$ cat src/rtl/control_pipeline_if.sv
// Control-bundle port group for control_pipeline: ID-stage decoder inputs,
// stage-register outputs, hazard and forwarding selects.
interface control_pipeline_if #(
  parameter int REG_AW  = 5,
  parameter int ALUOP_W = 2
);
  logic               stall_in;
  logic               flush;
  logic               id_RegDst;
  logic               id_Branch;
  logic               id_MemRead;
  logic               id_MemtoReg;
  logic               id_MemWrite;
  logic               id_ALUSrc;
  logic               id_RegWrite;
  logic [ALUOP_W-1:0] id_ALUOp;
  logic [REG_AW-1:0]  id_rs;
  logic [REG_AW-1:0]  id_rt;
  logic [REG_AW-1:0]  id_rd;
  logic [ALUOP_W-1:0] ex_ALUOp;
  logic               ex_ALUSrc;
  logic [REG_AW-1:0]  ex_rs;
  logic [REG_AW-1:0]  ex_rt;
  logic               mem_MemRead;
  logic               mem_MemWrite;
  logic               mem_Branch;
  logic               wb_MemtoReg;
  logic               wb_RegWrite;
  logic [REG_AW-1:0]  wb_write_reg;
  logic               hazard_stall;
  logic [1:0]         forward_a;
  logic [1:0]         forward_b;

  modport master (
    output stall_in, flush, id_RegDst, id_Branch, id_MemRead, id_MemtoReg,
           id_MemWrite, id_ALUSrc, id_RegWrite, id_ALUOp, id_rs, id_rt, id_rd,
    input  ex_ALUOp, ex_ALUSrc, ex_rs, ex_rt, mem_MemRead, mem_MemWrite,
           mem_Branch, wb_MemtoReg, wb_RegWrite, wb_write_reg, hazard_stall,
           forward_a, forward_b
  );

  modport slave (
    input  stall_in, flush, id_RegDst, id_Branch, id_MemRead, id_MemtoReg,
           id_MemWrite, id_ALUSrc, id_RegWrite, id_ALUOp, id_rs, id_rt, id_rd,
    output ex_ALUOp, ex_ALUSrc, ex_rs, ex_rt, mem_MemRead, mem_MemWrite,
           mem_Branch, wb_MemtoReg, wb_RegWrite, wb_write_reg, hazard_stall,
           forward_a, forward_b
  );
endinterface

$ cat src/rtl/control_pipeline.sv
// Carries the MIPS control bundle through ID/EX, EX/MEM and MEM/WB with RAW bubble
// insertion, stall and flush. CONTROL_PIPELINE_FORWARD_EN enables EX operand forwarding.
module control_pipeline #(
  parameter int REG_AW  = 5,
  parameter int ALUOP_W = 2
) (
  input  logic               clk,
  input  logic               reset,
  control_pipeline_if.slave  bus
);
  typedef struct packed {
    logic               RegDst;
    logic               Branch;
    logic               MemRead;
    logic               MemtoReg;
    logic               MemWrite;
    logic               ALUSrc;
    logic               RegWrite;
    logic [ALUOP_W-1:0] ALUOp;
    logic [REG_AW-1:0]  rs;
    logic [REG_AW-1:0]  rt;
    logic [REG_AW-1:0]  rd;
  } ex_t;

  typedef struct packed {
    logic              Branch;
    logic              MemRead;
    logic              MemtoReg;
    logic              MemWrite;
    logic              RegWrite;
    logic [REG_AW-1:0] write_reg;
  } mem_t;

  typedef struct packed {
    logic              MemtoReg;
    logic              RegWrite;
    logic [REG_AW-1:0] write_reg;
  } wb_t;

  ex_t               r_ex;
  mem_t              r_mem;
  wb_t               r_wb;
  ex_t               w_id_bundle;
  mem_t              w_ex_to_mem;
  wb_t               w_mem_to_wb;
  logic [REG_AW-1:0] w_ex_write_reg;
  logic              w_id_uses_rt;
  logic              w_match_ex;
  logic              w_hazard;
  logic [1:0]        w_fwd_a;
  logic [1:0]        w_fwd_b;

  always_comb begin
    w_id_bundle = '{RegDst: bus.id_RegDst, Branch: bus.id_Branch, MemRead: bus.id_MemRead,
                    MemtoReg: bus.id_MemtoReg, MemWrite: bus.id_MemWrite,
                    ALUSrc: bus.id_ALUSrc, RegWrite: bus.id_RegWrite, ALUOp: bus.id_ALUOp,
                    rs: bus.id_rs, rt: bus.id_rt, rd: bus.id_rd};
    w_ex_write_reg = r_ex.RegDst ? r_ex.rd : r_ex.rt;
    w_ex_to_mem = '{Branch: r_ex.Branch, MemRead: r_ex.MemRead, MemtoReg: r_ex.MemtoReg,
                    MemWrite: r_ex.MemWrite, RegWrite: r_ex.RegWrite,
                    write_reg: w_ex_write_reg};
    w_mem_to_wb = '{MemtoReg: r_mem.MemtoReg, RegWrite: r_mem.RegWrite,
                    write_reg: r_mem.write_reg};
  end

  // rt is a true source for R-format, sw and beq; $0 never matches.
  assign w_id_uses_rt = !bus.id_ALUSrc | bus.id_MemWrite;
  assign w_match_ex   = r_ex.RegWrite && (w_ex_write_reg != '0) &&
                        ((w_ex_write_reg == bus.id_rs) ||
                         (w_id_uses_rt && (w_ex_write_reg == bus.id_rt)));

`ifdef CONTROL_PIPELINE_FORWARD_EN
  function automatic logic [1:0] fwd_sel(input logic [REG_AW-1:0] src,
                                         input logic mem_rw, input logic [REG_AW-1:0] mem_wr,
                                         input logic wb_rw, input logic [REG_AW-1:0] wb_wr);
    if (mem_rw && (mem_wr != '0) && (mem_wr == src))
      return 2'b10;
    else if (wb_rw && (wb_wr != '0) && (wb_wr == src))
      return 2'b01;
    else
      return 2'b00;
  endfunction

  // Only a load in EX cannot be forwarded in time.
  assign w_hazard = w_match_ex & r_ex.MemRead;
  assign w_fwd_a  = fwd_sel(r_ex.rs, r_mem.RegWrite, r_mem.write_reg, r_wb.RegWrite, r_wb.write_reg);
  assign w_fwd_b  = fwd_sel(r_ex.rt, r_mem.RegWrite, r_mem.write_reg, r_wb.RegWrite, r_wb.write_reg);
`else
  logic w_match_mem;

  // WB is covered by the write-first register file, so only EX and MEM stall.
  assign w_match_mem = r_mem.RegWrite && (r_mem.write_reg != '0) &&
                       ((r_mem.write_reg == bus.id_rs) ||
                        (w_id_uses_rt && (r_mem.write_reg == bus.id_rt)));
  assign w_hazard = w_match_ex | w_match_mem;
  assign w_fwd_a  = 2'b00;
  assign w_fwd_b  = 2'b00;
`endif

  always_ff @(posedge clk) begin
    if (reset) begin
      r_ex  <= '0;
      r_mem <= '0;
      r_wb  <= '0;
    end else if (!bus.stall_in) begin
      r_wb <= w_mem_to_wb;
      if (bus.flush) begin
        r_ex  <= '0;
        r_mem <= '0;
      end else if (w_hazard) begin
        r_ex  <= '0;
        r_mem <= w_ex_to_mem;
      end else begin
        r_ex  <= w_id_bundle;
        r_mem <= w_ex_to_mem;
      end
    end
  end

  assign bus.ex_ALUOp     = r_ex.ALUOp;
  assign bus.ex_ALUSrc    = r_ex.ALUSrc;
  assign bus.ex_rs        = r_ex.rs;
  assign bus.ex_rt        = r_ex.rt;
  assign bus.mem_MemRead  = r_mem.MemRead;
  assign bus.mem_MemWrite = r_mem.MemWrite;
  assign bus.mem_Branch   = r_mem.Branch;
  assign bus.wb_MemtoReg  = r_wb.MemtoReg;
  assign bus.wb_RegWrite  = r_wb.RegWrite;
  assign bus.wb_write_reg = r_wb.write_reg;
  assign bus.hazard_stall = w_hazard;
  assign bus.forward_a    = w_fwd_a;
  assign bus.forward_b    = w_fwd_b;
endmodule

$ cat src/flat_wrapper.sv
// flat-port wrapper written by rule: the top's interface ports become plain ports
module control_pipeline_flat 
#(
  parameter int REG_AW  = 5,
  parameter int ALUOP_W = 2
)
  (clk, reset, bus_stall_in, bus_flush, bus_id_RegDst, bus_id_Branch, bus_id_MemRead, bus_id_MemtoReg, bus_id_MemWrite, bus_id_ALUSrc, bus_id_RegWrite, bus_id_ALUOp, bus_id_rs, bus_id_rt, bus_id_rd, bus_ex_ALUOp, bus_ex_ALUSrc, bus_ex_rs, bus_ex_rt, bus_mem_MemRead, bus_mem_MemWrite, bus_mem_Branch, bus_wb_MemtoReg, bus_wb_RegWrite, bus_wb_write_reg, bus_hazard_stall, bus_forward_a, bus_forward_b);
  control_pipeline_if #(.REG_AW(REG_AW), .ALUOP_W(ALUOP_W)) bus_i ();
  input  logic clk;
  input  logic reset;
  input wire logic [$bits(bus_i.stall_in)-1:0] bus_stall_in;
  input wire logic [$bits(bus_i.flush)-1:0] bus_flush;
  input wire logic [$bits(bus_i.id_RegDst)-1:0] bus_id_RegDst;
  input wire logic [$bits(bus_i.id_Branch)-1:0] bus_id_Branch;
  input wire logic [$bits(bus_i.id_MemRead)-1:0] bus_id_MemRead;
  input wire logic [$bits(bus_i.id_MemtoReg)-1:0] bus_id_MemtoReg;
  input wire logic [$bits(bus_i.id_MemWrite)-1:0] bus_id_MemWrite;
  input wire logic [$bits(bus_i.id_ALUSrc)-1:0] bus_id_ALUSrc;
  input wire logic [$bits(bus_i.id_RegWrite)-1:0] bus_id_RegWrite;
  input wire logic [$bits(bus_i.id_ALUOp)-1:0] bus_id_ALUOp;
  input wire logic [$bits(bus_i.id_rs)-1:0] bus_id_rs;
  input wire logic [$bits(bus_i.id_rt)-1:0] bus_id_rt;
  input wire logic [$bits(bus_i.id_rd)-1:0] bus_id_rd;
  output wire logic [$bits(bus_i.ex_ALUOp)-1:0] bus_ex_ALUOp;
  output wire logic [$bits(bus_i.ex_ALUSrc)-1:0] bus_ex_ALUSrc;
  output wire logic [$bits(bus_i.ex_rs)-1:0] bus_ex_rs;
  output wire logic [$bits(bus_i.ex_rt)-1:0] bus_ex_rt;
  output wire logic [$bits(bus_i.mem_MemRead)-1:0] bus_mem_MemRead;
  output wire logic [$bits(bus_i.mem_MemWrite)-1:0] bus_mem_MemWrite;
  output wire logic [$bits(bus_i.mem_Branch)-1:0] bus_mem_Branch;
  output wire logic [$bits(bus_i.wb_MemtoReg)-1:0] bus_wb_MemtoReg;
  output wire logic [$bits(bus_i.wb_RegWrite)-1:0] bus_wb_RegWrite;
  output wire logic [$bits(bus_i.wb_write_reg)-1:0] bus_wb_write_reg;
  output wire logic [$bits(bus_i.hazard_stall)-1:0] bus_hazard_stall;
  output wire logic [$bits(bus_i.forward_a)-1:0] bus_forward_a;
  output wire logic [$bits(bus_i.forward_b)-1:0] bus_forward_b;
  assign bus_i.stall_in = bus_stall_in;
  assign bus_i.flush = bus_flush;
  assign bus_i.id_RegDst = bus_id_RegDst;
  assign bus_i.id_Branch = bus_id_Branch;
  assign bus_i.id_MemRead = bus_id_MemRead;
  assign bus_i.id_MemtoReg = bus_id_MemtoReg;
  assign bus_i.id_MemWrite = bus_id_MemWrite;
  assign bus_i.id_ALUSrc = bus_id_ALUSrc;
  assign bus_i.id_RegWrite = bus_id_RegWrite;
  assign bus_i.id_ALUOp = bus_id_ALUOp;
  assign bus_i.id_rs = bus_id_rs;
  assign bus_i.id_rt = bus_id_rt;
  assign bus_i.id_rd = bus_id_rd;
  assign bus_ex_ALUOp = bus_i.ex_ALUOp;
  assign bus_ex_ALUSrc = bus_i.ex_ALUSrc;
  assign bus_ex_rs = bus_i.ex_rs;
  assign bus_ex_rt = bus_i.ex_rt;
  assign bus_mem_MemRead = bus_i.mem_MemRead;
  assign bus_mem_MemWrite = bus_i.mem_MemWrite;
  assign bus_mem_Branch = bus_i.mem_Branch;
  assign bus_wb_MemtoReg = bus_i.wb_MemtoReg;
  assign bus_wb_RegWrite = bus_i.wb_RegWrite;
  assign bus_wb_write_reg = bus_i.wb_write_reg;
  assign bus_hazard_stall = bus_i.hazard_stall;
  assign bus_forward_a = bus_i.forward_a;
  assign bus_forward_b = bus_i.forward_b;
  control_pipeline #(.REG_AW(REG_AW), .ALUOP_W(ALUOP_W)) u_core (.clk(clk), .reset(reset), .bus(bus_i));
endmodule
$ cat config.mk
export PLATFORM = sky130hd
export DESIGN_NAME = control_pipeline_flat
export DESIGN_NICKNAME = d
export VERILOG_FILES = /design/src/rtl/control_pipeline_if.sv /design/src/rtl/control_pipeline.sv /design/src/flat_wrapper.sv
export SDC_FILE = /design/constraint.sdc
export NUM_CORES = 1
export LEC_CHECK = 0
export ABC_AREA = 1
export CELL_PAD_IN_SITES_DETAIL_PLACEMENT = 1
export CELL_PAD_IN_SITES_GLOBAL_PLACEMENT = 1
export CORE_ASPECT_RATIO = 1.25
export CORE_MARGIN = 1.5
export CORE_UTILIZATION = 38
export CTS_CLUSTER_SIZE = 16
export DETAILED_ROUTE_END_ITERATION = 10
export GPL_TIMING_DRIVEN = 0
export HOLD_SLACK_MARGIN = 0.05
export PLACE_DENSITY_LB_ADDON = 0.1
export SLEW_MARGIN = 20
export SYNTH_ARGS = -nofsm -noshare
export SYNTH_HDL_FRONTEND = slang
export SYNTH_SLANG_ARGS = --single-unit
$ cat constraint.sdc
create_clock -name clk -period 3.2 [get_ports clk]
set_input_delay 0.96 -clock clk [delete_from_list [all_inputs] [get_ports clk]]
set_output_delay 0.96 -clock clk [all_outputs]
set_load 0.05 [all_outputs]
==> flow_summary_export.csv <==
group,metric,value,unit
layout,regArea,821,um^2
sta,rsz0062_at_grt,"no",
sta,tightest_slew,0.744,ns
sta,min_period_over_period,98.1,%
power_and_ir_drop,pwr-share-clk,32.6,%
floorplanning,floorplan.initialDensity,39.6,%
power_and_ir_drop,ir_worst_vdd,196,uV
routing,vias_per_cell,4.85,
logic_synthesis,synthCells,343,
logic_synthesis,synth-seq-cells,41,
clocking,clock_path_buffers,2,
clocking,hold_buffers,0,
placement,gp_congestion,0.846,
global_route,grt_max_degree,16,
floorplanning,row_count,32,
clocking,cts_htree_levels,2,
floorplanning,ios,56,
routing,drtAntennaViolNets,0,
layout,largest_reg_flops,11,
placement,place_inst,481,
setup_path,crit_fanout,3,
sta,max_slew_margin,50.4,%
clocking,clock-sinks,41,
layout,syn_to_final_growth,30.4,%
floorplanning,placeableCoreArea,6210,um^2
global_route,grt_antenna_before_repair,0,
logic_synthesis,yosysTopAreaCell,"dfxtp_1",
layout,diodes,0,
routing,wl_per_cell,14.5,um
global_route,grt_first_pass_wirelength,12100,um
sta,fmax,318,MHz
clocking,clk_pin_slew,0.08,ns
floorplanning,die_area,6960,um^2
layout,final_cells,491,
layout,drive_gt1_share,23.6,%
sta,fin_crit,3.14,ns
placement,hpwl,5330,um
min_path,hold_class,"reg -> reg",
sta,hold_viol_final,0,
setup_path,crit_family,"buffers and inverters",
floorplanning,die-width,74.9,um
routing,wirelength,7110,um
global_route,grt.overflow.total,0,
global_route,grt_pass1_vias,2513,
logic_synthesis,netlist-cell-type-count,24,
layout,reg_top3,"u_core.r_ex (11), u_core.r_mem (7)",
layout,top_register,"u_core.r_ex",
power_and_ir_drop,cell_internal_pwr,0.792,mW
setup_path,crit_path_end_kind,"output port",
setup_path,path_class,"in -> out",
setup_path,crit_arrival,2.18,ns
setup_path,cpMostUsedCell,"nand2_2",
sta,drv_slew,0,
setup_path,cp_cell_sequence,"dlygate4sd2_1, inv_1, o22ai_1, nor2_1, nand3_1, nand2_2, nand2_4, buf_12, nand2_2, buf_8",
power_and_ir_drop,p_sw,0.354,mW
placement,portBuffers,50,
layout,fin_area,3210,um^2
logic_synthesis,yosysWarnings,0,
clocking,numCtsBuffers,5,
setup_path,start_kind,"primary input",
setup_path,cp.required,2.24,ns
logic_synthesis,ys_seq_area_share,33.4,%
power_and_ir_drop,power_density,357,nW/um^2
floorplanning,fp.dieH,92.9,um
routing,vias,2382,
layout,fill_cells,825,
sta,setup_viol,0,
global_route,grt_use_total,22.7,%
power_and_ir_drop,power,1.15,mW
clocking,cts_root_buf,"clkbuf_8",
power_and_ir_drop,p_leak,1.35,nW
power_and_ir_drop,switching_share,30.9,%
clocking,clock_latency,0.30,ns
sta,fin_skew,0.00655,ns
setup_path,slowest_stage,"dlygate4sd2_1",
setup_path,cp.buffers_inverters,4,
logic_synthesis,synth_area_leaders,"dfxtp_1 33%, nand2_1 12%, nand3_2 8.1%",
placement,place_area,3080,um^2
outcome,status,"completed",
routing,drt_pass1_iterations,4,
power_and_ir_drop,combPwrFrac,20.5,%
logic_synthesis,yosysTopAreaCellShare,33.4,%
logic_synthesis,synth_area,2460,um^2
routing,drc,0,
layout,multi_input_area,1300,um^2
clocking,cts_tree,"yes",
routing,drtIter0Drc,65,
power_and_ir_drop,p_seq_share,46.9,%
logic_synthesis,syn_avg_cell_area,7.17,um^2
job,drv_cap,0,
layout,finalNetCount,433,
setup_path,critPathMaxStageDelay,0.28,ns
area by class of cell:
type,instances,area share [%]
well taps,85,3.32
flip-flops and latches,41,25.6
inverters,37,4.56
plain buffers,33,6.94
multi-input cells,234,40.6
clock buffers,6,2.58
clock inverters,2,0.429
repair buffers,53,16.0
worst min-delay path, cell delays in order (launching register included):
cell,delay [ns]
dfxtp_1,0.32
nand2_1,0.05
a21oi_1,0.05
power by group through the flow:
stage	registers, mW	logic [mW]	clock network (mW)
after detailed placement	0.549	0.239	0
after CTS	0.537	0.237	0.378
after floorplan	0.559	0.144	0
after global routing	0.540	0.257	0.403
after global placement	0.549	0.235	0
final	0.537	0.235	0.373
cells in the mapped netlist:
cell type / n
a211oi_1: 4
a21boi_1: 1
a21oi_1: 21
a21oi_2: 19
buf_1: 6
buf_4: 18
buf_6: 1
buf_8: 2
clkbuf_1: 7
conb_1: 1
dfxtp_1: 41
inv_1: 36
inv_8: 1
nand2_1: 80
nand2_2: 9
nand2_4: 6
nand3_1: 21
nand3_2: 20
nor2_1: 39
nor3_2: 1
o22ai_1: 4
o31ai_1: 1
xnor2_1: 1
xor2_1: 3
final timing paths:
kind | start | endpoint | slack (ns) | depth (start not counted)
worst max-delay path | bus_id_rt[1] | bus_hazard_stall | 0.06 | 10
worst min-delay path | u_core.bus.ex_ALUOp[0] | u_core.bus.ex_ALUOp[0] | 0.46 | 2
worst max register to register | u_core.r_ex[23] | u_core.bus.ex_rt[3] | 1.26 | 12
worst min register to register | u_core.bus.ex_ALUOp[0] | u_core.bus.ex_ALUOp[0] | 0.46 | 2
routing by layer:
metal	wire length, um	part of all wire [%]	up-vias	global-route usage (%)
met5	0	0	-	0
met4	113	1.6	0	5.91
met1	3170	45	1139	27.1
li1	-	-	1189	-
met3	200	2.8	10	2.83
met2	3630	51	44	41.4
kinds of logic after synthesis:
group | count (synthesis) | synth area share, %
simple gates | 176 | 36.0
buf+inv | 71 | 15.1
compound gates | 50 | 13.9
flops | 41 | 33.4
xor+xnor | 4 | 1.43
other cells | 1 | 0.153
layout by cell type (no fill, tap or decap), types with 2 or more instances in the layout:
cell	count
nand3_1	21
dlygate4sd2_1	12
dfxtp_1	41
buf_4	20
buf_8	2
clkbuf_1	7
o22ai_1	4
a21oi_1	21
nand2_1	77
nor2_1	38
buf_1	6
clkdlybuf4s50_1	37
a211oi_1	4
a21oi_2	19
clkbuf_8	6
nand2_4	6
xor2_1	3
inv_2	4
inv_1	32
conb_1	4
nand3_2	20
nand2_2	11
stage by stage:
| stage | hold WS [ns] | setup slack (ns) | utilization [%] | setup TNS, ns |
|---|---|---|---|---|
| floorplan | 0.437 | 0.248 | - | 0 |
| global placement | 0.447 | -0.975 | 49.6 | -0.975 |
| detailed placement | 0.454 | -0.960 | 49.6 | -0.960 |
| CTS | 0.466 | 0.0675 | 51.7 | 0 |
| global route | 0.486 | 0.000585 | 51.7 | 0 |
| finish | 0.460 | 0.0601 | 51.7 | 0 |
timing repair:
item	in CTS	in global routing
endpoints found under the setup margin	1	0
buffers inserted	3	0
resized for setup	33	0
(Power assumes the default switching activity.)
